### config.mk
export PLATFORM = sky130hd
export DESIGN_NAME = fact_unit
export DESIGN_NICKNAME = d
export VERILOG_FILES = /design/src/rtl/fact_unit.sv
export SDC_FILE = /design/constraint.sdc
export NUM_CORES = 1
export LEC_CHECK = 0
export BUFFER_PORTS_ARGS = -buffer_cell sky130_fd_sc_hd__buf_2
export CAP_MARGIN = 20
export CORE_ASPECT_RATIO = 0.75
export CORE_MARGIN = 2
export CORE_UTILIZATION = 50
export DETAILED_ROUTE_END_ITERATION = 7
export PLACE_DENSITY = 0.71
export SYNTH_ARGS = -nofsm -noshare
export SYNTH_HDL_FRONTEND = slang
export SYNTH_SLANG_ARGS = --single-unit
### constraint.sdc
create_clock -name clk -period 3.65 [get_ports clk]
set_clock_uncertainty 0.15 [all_clocks]
set_input_delay 0.1825 -clock clk [delete_from_list [all_inputs] [get_ports clk]]
set_output_delay 0.1825 -clock clk [all_outputs]
set_load 0.01 [all_outputs]
### src/rtl/fact_unit.sv
// rtl/fact_unit.sv - memory-mapped iterative factorial accelerator
// Optional IRQ_EN bit and irq output are built only when FACT_IRQ_EN is defined.
module fact_unit #(
  parameter int unsigned MAX_N = 12
) (
  input  logic        clk,
  input  logic        rst_n,
  input  logic        we,
  input  logic [31:0] addr,
  input  logic [31:0] wdata,
  output logic [31:0] rdata,
  output logic        irq
);

  typedef enum logic [1:0] {S_IDLE, S_BUSY, S_DONE} state_t;

  state_t      state_q;
  logic [3:0]  n_q;
  logic [3:0]  cnt_q;
  logic [31:0] acc_q;
  logic [31:0] result_q;
  logic        done_q;
  logic        err_q;
  logic        irq_en;

  logic        wr_ctrl, wr_n, wr_status, go, n_ok;
  logic [31:0] acc_d;

  assign wr_ctrl   = we && (addr[3:2] == 2'd0);
  assign wr_n      = we && (addr[3:2] == 2'd1);
  assign wr_status = we && (addr[3:2] == 2'd2);
  assign go        = wr_ctrl && wdata[0];
  assign n_ok      = ({28'd0, n_q} <= MAX_N);
  assign acc_d     = acc_q * {28'd0, cnt_q};

`ifdef FACT_IRQ_EN
  logic irq_en_q;

  always_ff @(posedge clk or negedge rst_n) begin
    if (!rst_n) begin
      irq_en_q <= 1'b0;
    end else if (wr_ctrl) begin
      irq_en_q <= wdata[1];
    end
  end

  assign irq_en = irq_en_q;
  assign irq    = done_q & irq_en_q;
`else
  assign irq_en = 1'b0;
  assign irq    = 1'b0;
`endif

  always_ff @(posedge clk or negedge rst_n) begin
    if (!rst_n) begin
      state_q  <= S_IDLE;
      n_q      <= 4'd0;
      cnt_q    <= 4'd0;
      acc_q    <= 32'd0;
      result_q <= 32'd0;
      done_q   <= 1'b0;
      err_q    <= 1'b0;
    end else begin
      if (wr_n) begin
        n_q <= wdata[3:0];
      end
      case (state_q)
        S_IDLE, S_DONE: begin
          if (go) begin
            result_q <= 32'd0;
            if (n_ok) begin
              state_q <= S_BUSY;
              cnt_q   <= n_q;
              acc_q   <= 32'd1;
              done_q  <= 1'b0;
              err_q   <= 1'b0;
            end else begin
              state_q <= S_DONE;
              done_q  <= 1'b1;
              err_q   <= 1'b1;
            end
          end else if (wr_status) begin
            if (wdata[0]) begin
              done_q  <= 1'b0;
              state_q <= S_IDLE;
            end
            if (wdata[1]) begin
              err_q <= 1'b0;
            end
          end
        end
        S_BUSY: begin
          // GO is ignored here; the computation runs on the latched cnt_q.
          if (cnt_q <= 4'd1) begin
            result_q <= acc_q;
            done_q   <= 1'b1;
            state_q  <= S_DONE;
          end else begin
            acc_q <= acc_d;
            cnt_q <= cnt_q - 4'd1;
          end
        end
        default: state_q <= S_IDLE;
      endcase
    end
  end

  always_comb begin
    rdata = 32'd0;
    case (addr[3:2])
      2'd0:    rdata = {30'd0, irq_en, 1'b0};
      2'd1:    rdata = {28'd0, n_q};
      2'd2:    rdata = {29'd0, (state_q == S_BUSY), err_q, done_q};
      default: rdata = result_q;
    endcase
  end

  logic unused_bits;
  assign unused_bits = ^{addr[31:4], addr[1:0], wdata[31:4]};

endmodule

After elaboration in Yosys (flattened, before gate mapping)
Cells that the tools add are included.
{ "totals": {"ff_bits": 76, "in_bits": 67, "output_inout_bits": 33, "wordCells": 63} }
{ "op_classes": {"add_sub_neg": 1, "mul": 1, "magnitude_cmp": 2, "n_eq_ne": 10, "n_mux": 27, "n_reduce_logical": 15} }
{ "op_table": {"columns": ["operator", "count"], "rows": [
  ["two-way mux 32 bit", 5],
  ["case mux 32 bit (2 select lines)", 2],
  ["case mux 32 bit (3 select lines)", 1],
  ["multiplier 32 x 4 -> 32 bit", 1],
  ["two-way mux 4 bit", 3],
  ["two-way mux 2 bit", 5],
  ["AND reduction 3 bit", 3],
  ["two-way mux 1 bit", 8],
  ["inequality test 2 bit, second input constant", 4],
  ["case mux 4 bit (2 select lines)", 1],
  ["AND reduction 4 bit", 2],
  ["inequality test 3 bit, second input constant", 2],
  ["nonzero test 2 bit", 3],
  ["equality test 2 x 1 -> 1 bit, second input constant", 2],
  ["equality test 2 bit, second input constant", 2],
  ["less-or-equal comparator 4 x 1 -> 1 bit, second input constant", 1],
  ["less-or-equal comparator 4 bit, second input constant", 1],
  ["logical AND 1 bit", 4],
  ["logical NOT 2 bit", 2],
  ["case mux 2 bit (2 select lines)", 1],
  ["subtractor 4 x 1 -> 4 bit, second input constant", 1],
  ["case mux 1 bit (2 select lines)", 1],
  ["OR reduction 2 bit", 1]
]} }

Longest topological paths before layout
Gate-level depths: netlist of the first run.
{ "logic_depth": {"ltp_word": 5, "ltp_mapped": 16, "ltp_nobuf": 13} }

Worst setup path after synthesis of the first run
No wires, ideal clock.
{ "synth_path": {"kind": "register -> register", "start": "reg cnt_q[2]", "end": "reg acc_q[28]", "setup_time_ns": 0.069, "arrival_time_ns": 3.809, "t_required_ns": 3.431, "setup_slack_ns": -0.378, "path_stages_with_launch": 17, "n_path_buf": 3, "period_less_slack_ns": 4.028, "path_cell_list": "dfrtp_1 -> clkbuf_1 -> clkbuf_1 -> and2_1 -> fa_1 -> inv_1 -> fa_1 -> inv_1 -> ha_1 -> buf_4 -> o21a_1 -> nor2_1 -> o31a_1 -> a41o_1 -> o31a_1 -> or4_1 -> nand3_1"} }
{ "synth_via": {"elab_chain_cells": 3, "word_cells_on_any_way": 6, "cone_classes": "1 x mul; 1 x order compare; 1 x eq/ne; 2 x mux; 1 x reduce/logical"} }
{ "synth_rtl": {"columns": ["item", "line_no", "rtl"], "rows": [
  ["start, declared", "19", "logic [3:0] cnt_q;"],
  ["start signal, assigned", "73", "cnt_q <= n_q;"],
  ["start signal, assigned", "100", "cnt_q <= cnt_q - 4'd1;"],
  ["multiplier 32 x 4 -> 32 bit or less-or-equal comparator 4 x 1 -> 1 bit (tied branches)", "34, 94", null],
  ["two-way mux 32 bit or inequality test 2 bit (tied branches)", null, null],
  ["case mux 32 bit (2 select lines) or AND reduction 4 bit (tied branches)", null, null],
  ["end signal, assigned", "59", "acc_q <= 32'd0;"],
  ["end signal, assigned", "74", "acc_q <= 32'd1;"],
  ["end signal, assigned", "99", "acc_q <= acc_d;"],
  ["end, declared", "20", "logic [31:0] acc_q;"]
]} }
Several ways; a longest one is shown, not always the timed one. The select of a mux whose other input is x is not followed.
A chain may end at the register's enable or synchronous reset.

Worst setup path in the final report of the first run
{ "layout_path": {"start": "reg cnt_q[3]", "end": "reg acc_q[29]"} }
The elaborated chain is that of the path after synthesis.

==> results_dict.tcl, run 1 <==
set metrics [dict create \
    n_fill_cell 1099 \
    setup.worst_path.start_class "flop" \
    grt_pass1_vias 6574 \
    overflow 0 \
    row_count 37 \
    hpwlAfterDp_mm 14.64 \
    clock_sinks 76 \
    rsz0062_at_grt "yes" \
    syn2layout_area_growth_pct 30.88 \
    ys_seq_area_frac 0.2646 \
    wire_per_inst_um 16.75 \
    hold-path-endpoint "state_q[1]" \
    layout-drive-gt1-share 0.2784 \
    syn_avg_cell_area_um2 8.022 \
    setup_viol 16 \
    antenna_found_initial 0 \
    wl_mm 20.32 \
    fin_nets 1191 \
    hp-start "we" \
    fin_crit_sh 1.071 \
    initial_core_util 0.5176 \
    required_ps 3790 \
    yosys_register_bits 76 \
    maxSlewViolCount 0 \
    reg2reg_slack_ps -260 \
    yosys_warnings 0 \
    synth_edf_count 0 \
    die_area_um2 15360 \
    arrival_ps 4050 \
    synth_nets 1054 \
    syn_inst 896 \
    antenna_cells 0 \
    cts_buffers 9 \
    reg2regPathDepth 14 \
    post-route-drc-count 0 \
    reg2reg_from "cnt_q[3]" \
    fin_crit_ps 3908 \
    core-area_um2 13890 \
    hold_class "primary input to flop" \
    viasPerCell 5.458 \
    synth_cell_types 48 \
    violations "negative setup slack" \
    cts_tree "yes" \
    max_cap_viol_count 0 \
    end_kind "flop" \
    grt_usage 0.2793 \
    ioPinCount 100 \
    grt_max_degree 77 \
    synth_ff_type "dfrtp_1" \
    hold_violations 0 \
    worstPathMaxFanout 20 \
    fmax_ghz 0.2559 \
    antenna_left 0 \
    finalWorstSetupSlack_ps -257.7 \
    worst_slew_pin_slew_ps 745.4 \
    outcome "finished with violations" \
    first_pass_iters 5 \
    root_buffer "clkbuf_16" \
    clk_pin_slew_ps 70 \
    hold_depth 4 \
    synth_area_um2 7188 \
    cts.path.max_buffers 2 \
    fin_setup_tns_ps -2092 \
    drtIter0Drc 524 \
    dr_total_vias 6620 \
    htreeDepth 3 \
    clock_latency_ps 350 \
    die_h_um 107.8 \
    grt_pass1_wl_mm 33.55 \
    async_flop_share 1.000 \
    critPathKind "flop to flop" \
    place.gp.congestion 0.9430 \
    die_w_um 142.5 \
    timing.rr.end "acc_q[29]" \
    maxSlewHeadroom 0.4992 \
    numPortBuffers 40 \
]
## placed cells by master, fill, tap and decap left out, drive strengths merged, types with 5 or more instances in the layout
cell / netlist / routed
inv: 114 / 118
dlygate4sd3: 0 / 5
xor2: 14 / 14
nor2: 29 / 29
nor2b: 5 / 5
nor3: 8 / 8
o21bai: 7 / 7
and3: 31 / 31
xnor2: 15 / 15
buf: 4 / 168
dfrtp: 76 / 76
fa: 57 / 57
nand3: 20 / 20
nand4: 10 / 10
ha: 34 / 34
a21oi: 40 / 40
nand2: 160 / 160
clkbuf: 43 / 9
o21ai: 78 / 78
mux2: 7 / 7
and2: 88 / 88
## synth_stat cells, drive strengths merged, types with 8 or more instances
| master | number | area share |
|---|---|---|
| and3 | 31 | 0.027 |
| nand3 | 20 | 0.014 |
| clkbuf | 43 | 0.022 |
| inv | 114 | 0.060 |
| xor2 | 14 | 0.017 |
| a21oi | 40 | 0.028 |
| dfrtp | 76 | 0.26 |
| fa | 57 | 0.16 |
| and2 | 88 | 0.077 |
| nand2 | 160 | 0.084 |
| xnor2 | 15 | 0.018 |
| ha | 34 | 0.059 |
| o21ai | 78 | 0.054 |
| nor2 | 29 | 0.015 |
| nand4 | 10 | 0.0087 |
| nor3 | 8 | 0.0056 |
## metrics by stage
stage | cell area, µm² | cells | util | worst slack [ps] | hold WS [ps]
6_report | 9408 | 1213 | 0.6774 | -257.7 | 146.3
3_3_place_gp | 8563 | 1181 | 0.6166 | -241.3 | 269.1
4_1_cts | 9158 | 1206 | 0.6594 | -245.2 | 142.4
5_1_grt | 9408 | 1213 | 0.6774 | -417.9 | 161.3
2_1_floorplan | 7472 | 896 | - | -50.95 | -263.1
3_5_place_dp | 8563 | 1181 | 0.6166 | -318.8 | 267.2
## logic make-up (layout without fill, tap and decap cells)
family / count (synthesis) / in the layout / synth area share
muxes: 9 / 9 / 0.01375
other: 1 / 1 / 0.0005217
buffers and inverters: 161 / 303 / 0.08529
DFF: 76 / 76 / 0.2646
and+or+nand+nor: 361 / 361 / 0.2447
AOI/OAI and AO/OA: 168 / 168 / 0.1379
adders and majority gates: 91 / 91 / 0.2179
xor gates and xnor gates: 29 / 29 / 0.03534
## how the worst max path moves through the flow
stage | start | to | slack (ps) | cells past startpoint
after floorplan | cnt_q[2] | acc_q[27] | -50 | 16
after global placement | cnt_q[3] | acc_q[23] | -240 | 15
after detailed placement | cnt_q[3] | acc_q[29] | -320 | 14
after CTS | cnt_q[3] | acc_q[28] | -250 | 14
after global routing | cnt_q[3] | acc_q[31] | -420 | 15
final | cnt_q[3] | acc_q[29] | -260 | 14
## repair_timing
item / in CTS / in global routing
hold endpoints to repair: 80 / 0
endpoints found under the setup margin: 16 / 19
hold buffers: 5 / 0
cloned: 0 / 0
pin swaps: 19 / 19
resized for setup: 51 / 41
setup buffers: 4 / 5
## routing by layer
| layer | global-route usage | vias up | routed length, µm |
|---|---|---|---|
| li1 | - | 3172 | - |
| met5 | 0 | - | 0 |
| met4 | 0.06931 | 0 | 305 |
| met3 | 0.06628 | 28 | 1512 |
| met2 | 0.4069 | 260 | 8721 |
| met1 | 0.4179 | 3160 | 9783 |
## flip-flops by register name, summed over array words and instances (netlist names)
register	cells
state_q	2
cnt_q	4
result_q	32
acc_q	32
err_q	1
done_q	1
n_q	4
## critical path, stage by stage (launching register included)
cell	delay (ps)
dfrtp_2	450
buf_12	170
and2_1	150
fa_1	550
inv_1	60
fa_1	530
inv_1	60
ha_4	300
nand4_1	150
o21bai_1	260
a21oi_2	90
a21boi_2	270
a31oi_4	140
or4_1	420
nand3_1	90
## cell type report
type                       instances  area [µm²]  share of cell area
tap                              175       219.0             0.02327
inverter                         114       427.9             0.04548
clock buffer                       9       225.2             0.02394
sequential                        76        1904              0.2024
clock inverter                     7       57.56            0.006118
multi-input combinational        659        5271              0.5603
timing repair buffer             173        1303              0.1384
Power of run 1 is not shown: default switching activity piles up to over one toggle a cycle in this logic, so the estimate is an artifact.
==> run 2: changes to the inputs <==
--- a/config.mk
+++ b/config.mk
@@ -10,6 +10,7 @@
 export CORE_ASPECT_RATIO = 0.75
 export CORE_MARGIN = 2
 export CORE_UTILIZATION = 50
+export CTS_BUF_LIST = sky130_fd_sc_hd__clkbuf_2 sky130_fd_sc_hd__clkbuf_4 sky130_fd_sc_hd__clkbuf_8
 export DETAILED_ROUTE_END_ITERATION = 7
 export PLACE_DENSITY = 0.71
 export SYNTH_ARGS = -nofsm -noshare
==> results_dict.tcl, run 2 (synthesis results as in run 1) <==
set metrics [dict create \
    cts.path.max_buffers 2 \
    maxSlewHeadroom 0.4874 \
    fmax_ghz 0.2553 \
    stdcell_area_um2 9368 \
    dpl-instance-area_um2 8563 \
    dr_total_vias 6687 \
    cts_buffers 9 \
    reg2reg_from "cnt_q[3]" \
    grt_pass1_vias 6605 \
    worst_slew_pin_slew_ps 761.9 \
    critPathKind "flop to flop" \
    hp-start "we" \
    hold_class "primary input to flop" \
    setup.worst_path.start_class "flop" \
    initial_core_util 0.5176 \
    drtIter0Drc 451 \
    final_cells 1218 \
    fin_crit_ps 3917 \
    final_common_cell "nand2_1" \
    clock_sinks 76 \
    fin_nets 1196 \
    syn2layout_area_growth_pct 30.32 \
    reg_top3 "acc_q (32), result_q (32)" \
    layout-drive-gt1-share 0.2819 \
    arrival_ps 4020 \
    die_area_um2 15360 \
    worstPathMaxFanout 20 \
    grt_usage 0.2782 \
    grt_max_degree 77 \
    first_pass_iters 5 \
    crit_start "cnt_q[3]" \
    n_fill_cell 1126 \
    cts_tree "yes" \
    max_cap_viol_count 0 \
    grt_pass1_wl_mm 33.52 \
    overflow 0 \
    maxSlewViolCount 0 \
    final_util 0.6745 \
    antenna_cells 0 \
    die_h_um 107.8 \
    final_cell_mix "153 x nand2_1, 123 x buf_4, 105 x inv_1" \
    core-area_um2 13890 \
    viasPerCell 5.490 \
    die_w_um 142.5 \
    place.gp.congestion 0.9430 \
    violations "negative setup slack" \
    required_ps 3760 \
    root_buffer "clkbuf_8" \
    setup_viol 16 \
    ioPinCount 100 \
    row_count 37 \
    hold_slack_ps 133.9 \
    hpwlAfterDp_mm 14.64 \
    clk_pin_slew_ps 100 \
    rsz0062_at_grt "yes" \
    wl_mm 20.34 \
    numPortBuffers 40 \
    antenna_left 0 \
    finalWorstSetupSlack_ps -266.7 \
    hold_violations 0 \
    outcome "finished with violations" \
    post-route-drc-count 0 \
    placed_cells 1181 \
    wire_per_inst_um 16.70 \
    fin_crit_sh 1.073 \
    antenna_found_initial 0 \
    end_kind "flop" \
    clock_latency_ps 370 \
    htreeDepth 3 \
]
[run 2: cell count changes in the layout (fill, tap and decap cells not counted), sizes merged]
cell and delta:
buf +5
[run 2: path summary, 6_finish.rpt]
kind / end / slack (ps) / cells past startpoint
max: acc_q[27] / -270 / 14
min: state_q[1] / 130 / 4
max reg2reg: acc_q[27] / -270 / 14
min reg2reg: result_q[23] / 330 / 2
max in group asynchronous: cnt_q[2] / 2600 / 3
min in group asynchronous: result_q[11] / 140 / 2
[run 2: area by class of cell]
class / count / area [µm²] / share of cell area
sequential: 76 / 1904 / 0.2033
clock buffer: 9 / 123.9 / 0.01322
timing repair buffer: 178 / 1351 / 0.1443
inverter: 114 / 427.9 / 0.04568
tap: 175 / 219.0 / 0.02337
clock inverter: 7 / 57.56 / 0.006144
multi-input combinational: 659 / 5284 / 0.5640
[run 2: repair_timing]
action	4_1_cts	5_1_grt
hold buffers	5	0
hold endpoints to repair	82	0
setup buffers	8	6
endpoints found under the setup margin	16	19
pin swaps	20	16
resized for setup	72	26
[run 2: stage by stage]
stage | setup WS, ps | setup TNS (ps)
after floorplan | -50.95 | -100.3
after global routing | -391.2 | -4657
after global placement | -241.3 | -1882
after CTS | -233.9 | -1639
after detailed placement | -318.8 | -2939
final | -266.7 | -2254
[run 2: routing by layer]
| metal | wire [µm] | GRT usage | vias to the layer above | part of all wire |
|---|---|---|---|---|
| met5 | 0 | 0 | - | 0 |
| li1 | - | - | 3178 | - |
| met2 | 8644 | 0.4042 | 282 | 0.43 |
| met1 | 9824 | 0.4168 | 3195 | 0.48 |
| met3 | 1491 | 0.06094 | 32 | 0.073 |
| met4 | 376 | 0.07850 | 0 | 0.018 |
[run 2: worst max-delay path, stage by stage, from the launching register on]
cell and delay [ps]:
dfrtp_2 460, buf_12 160, and2_4 140, fa_1 520, inv_1 50, fa_1 560
inv_2 60, ha_4 230, a21oi_4 160, o21ai_2 80, a221o_1 370, a221o_1 360
a31oi_4 210, xor2_1 180, o21ai_1 100
Power of run 2 is left out for the same reason.
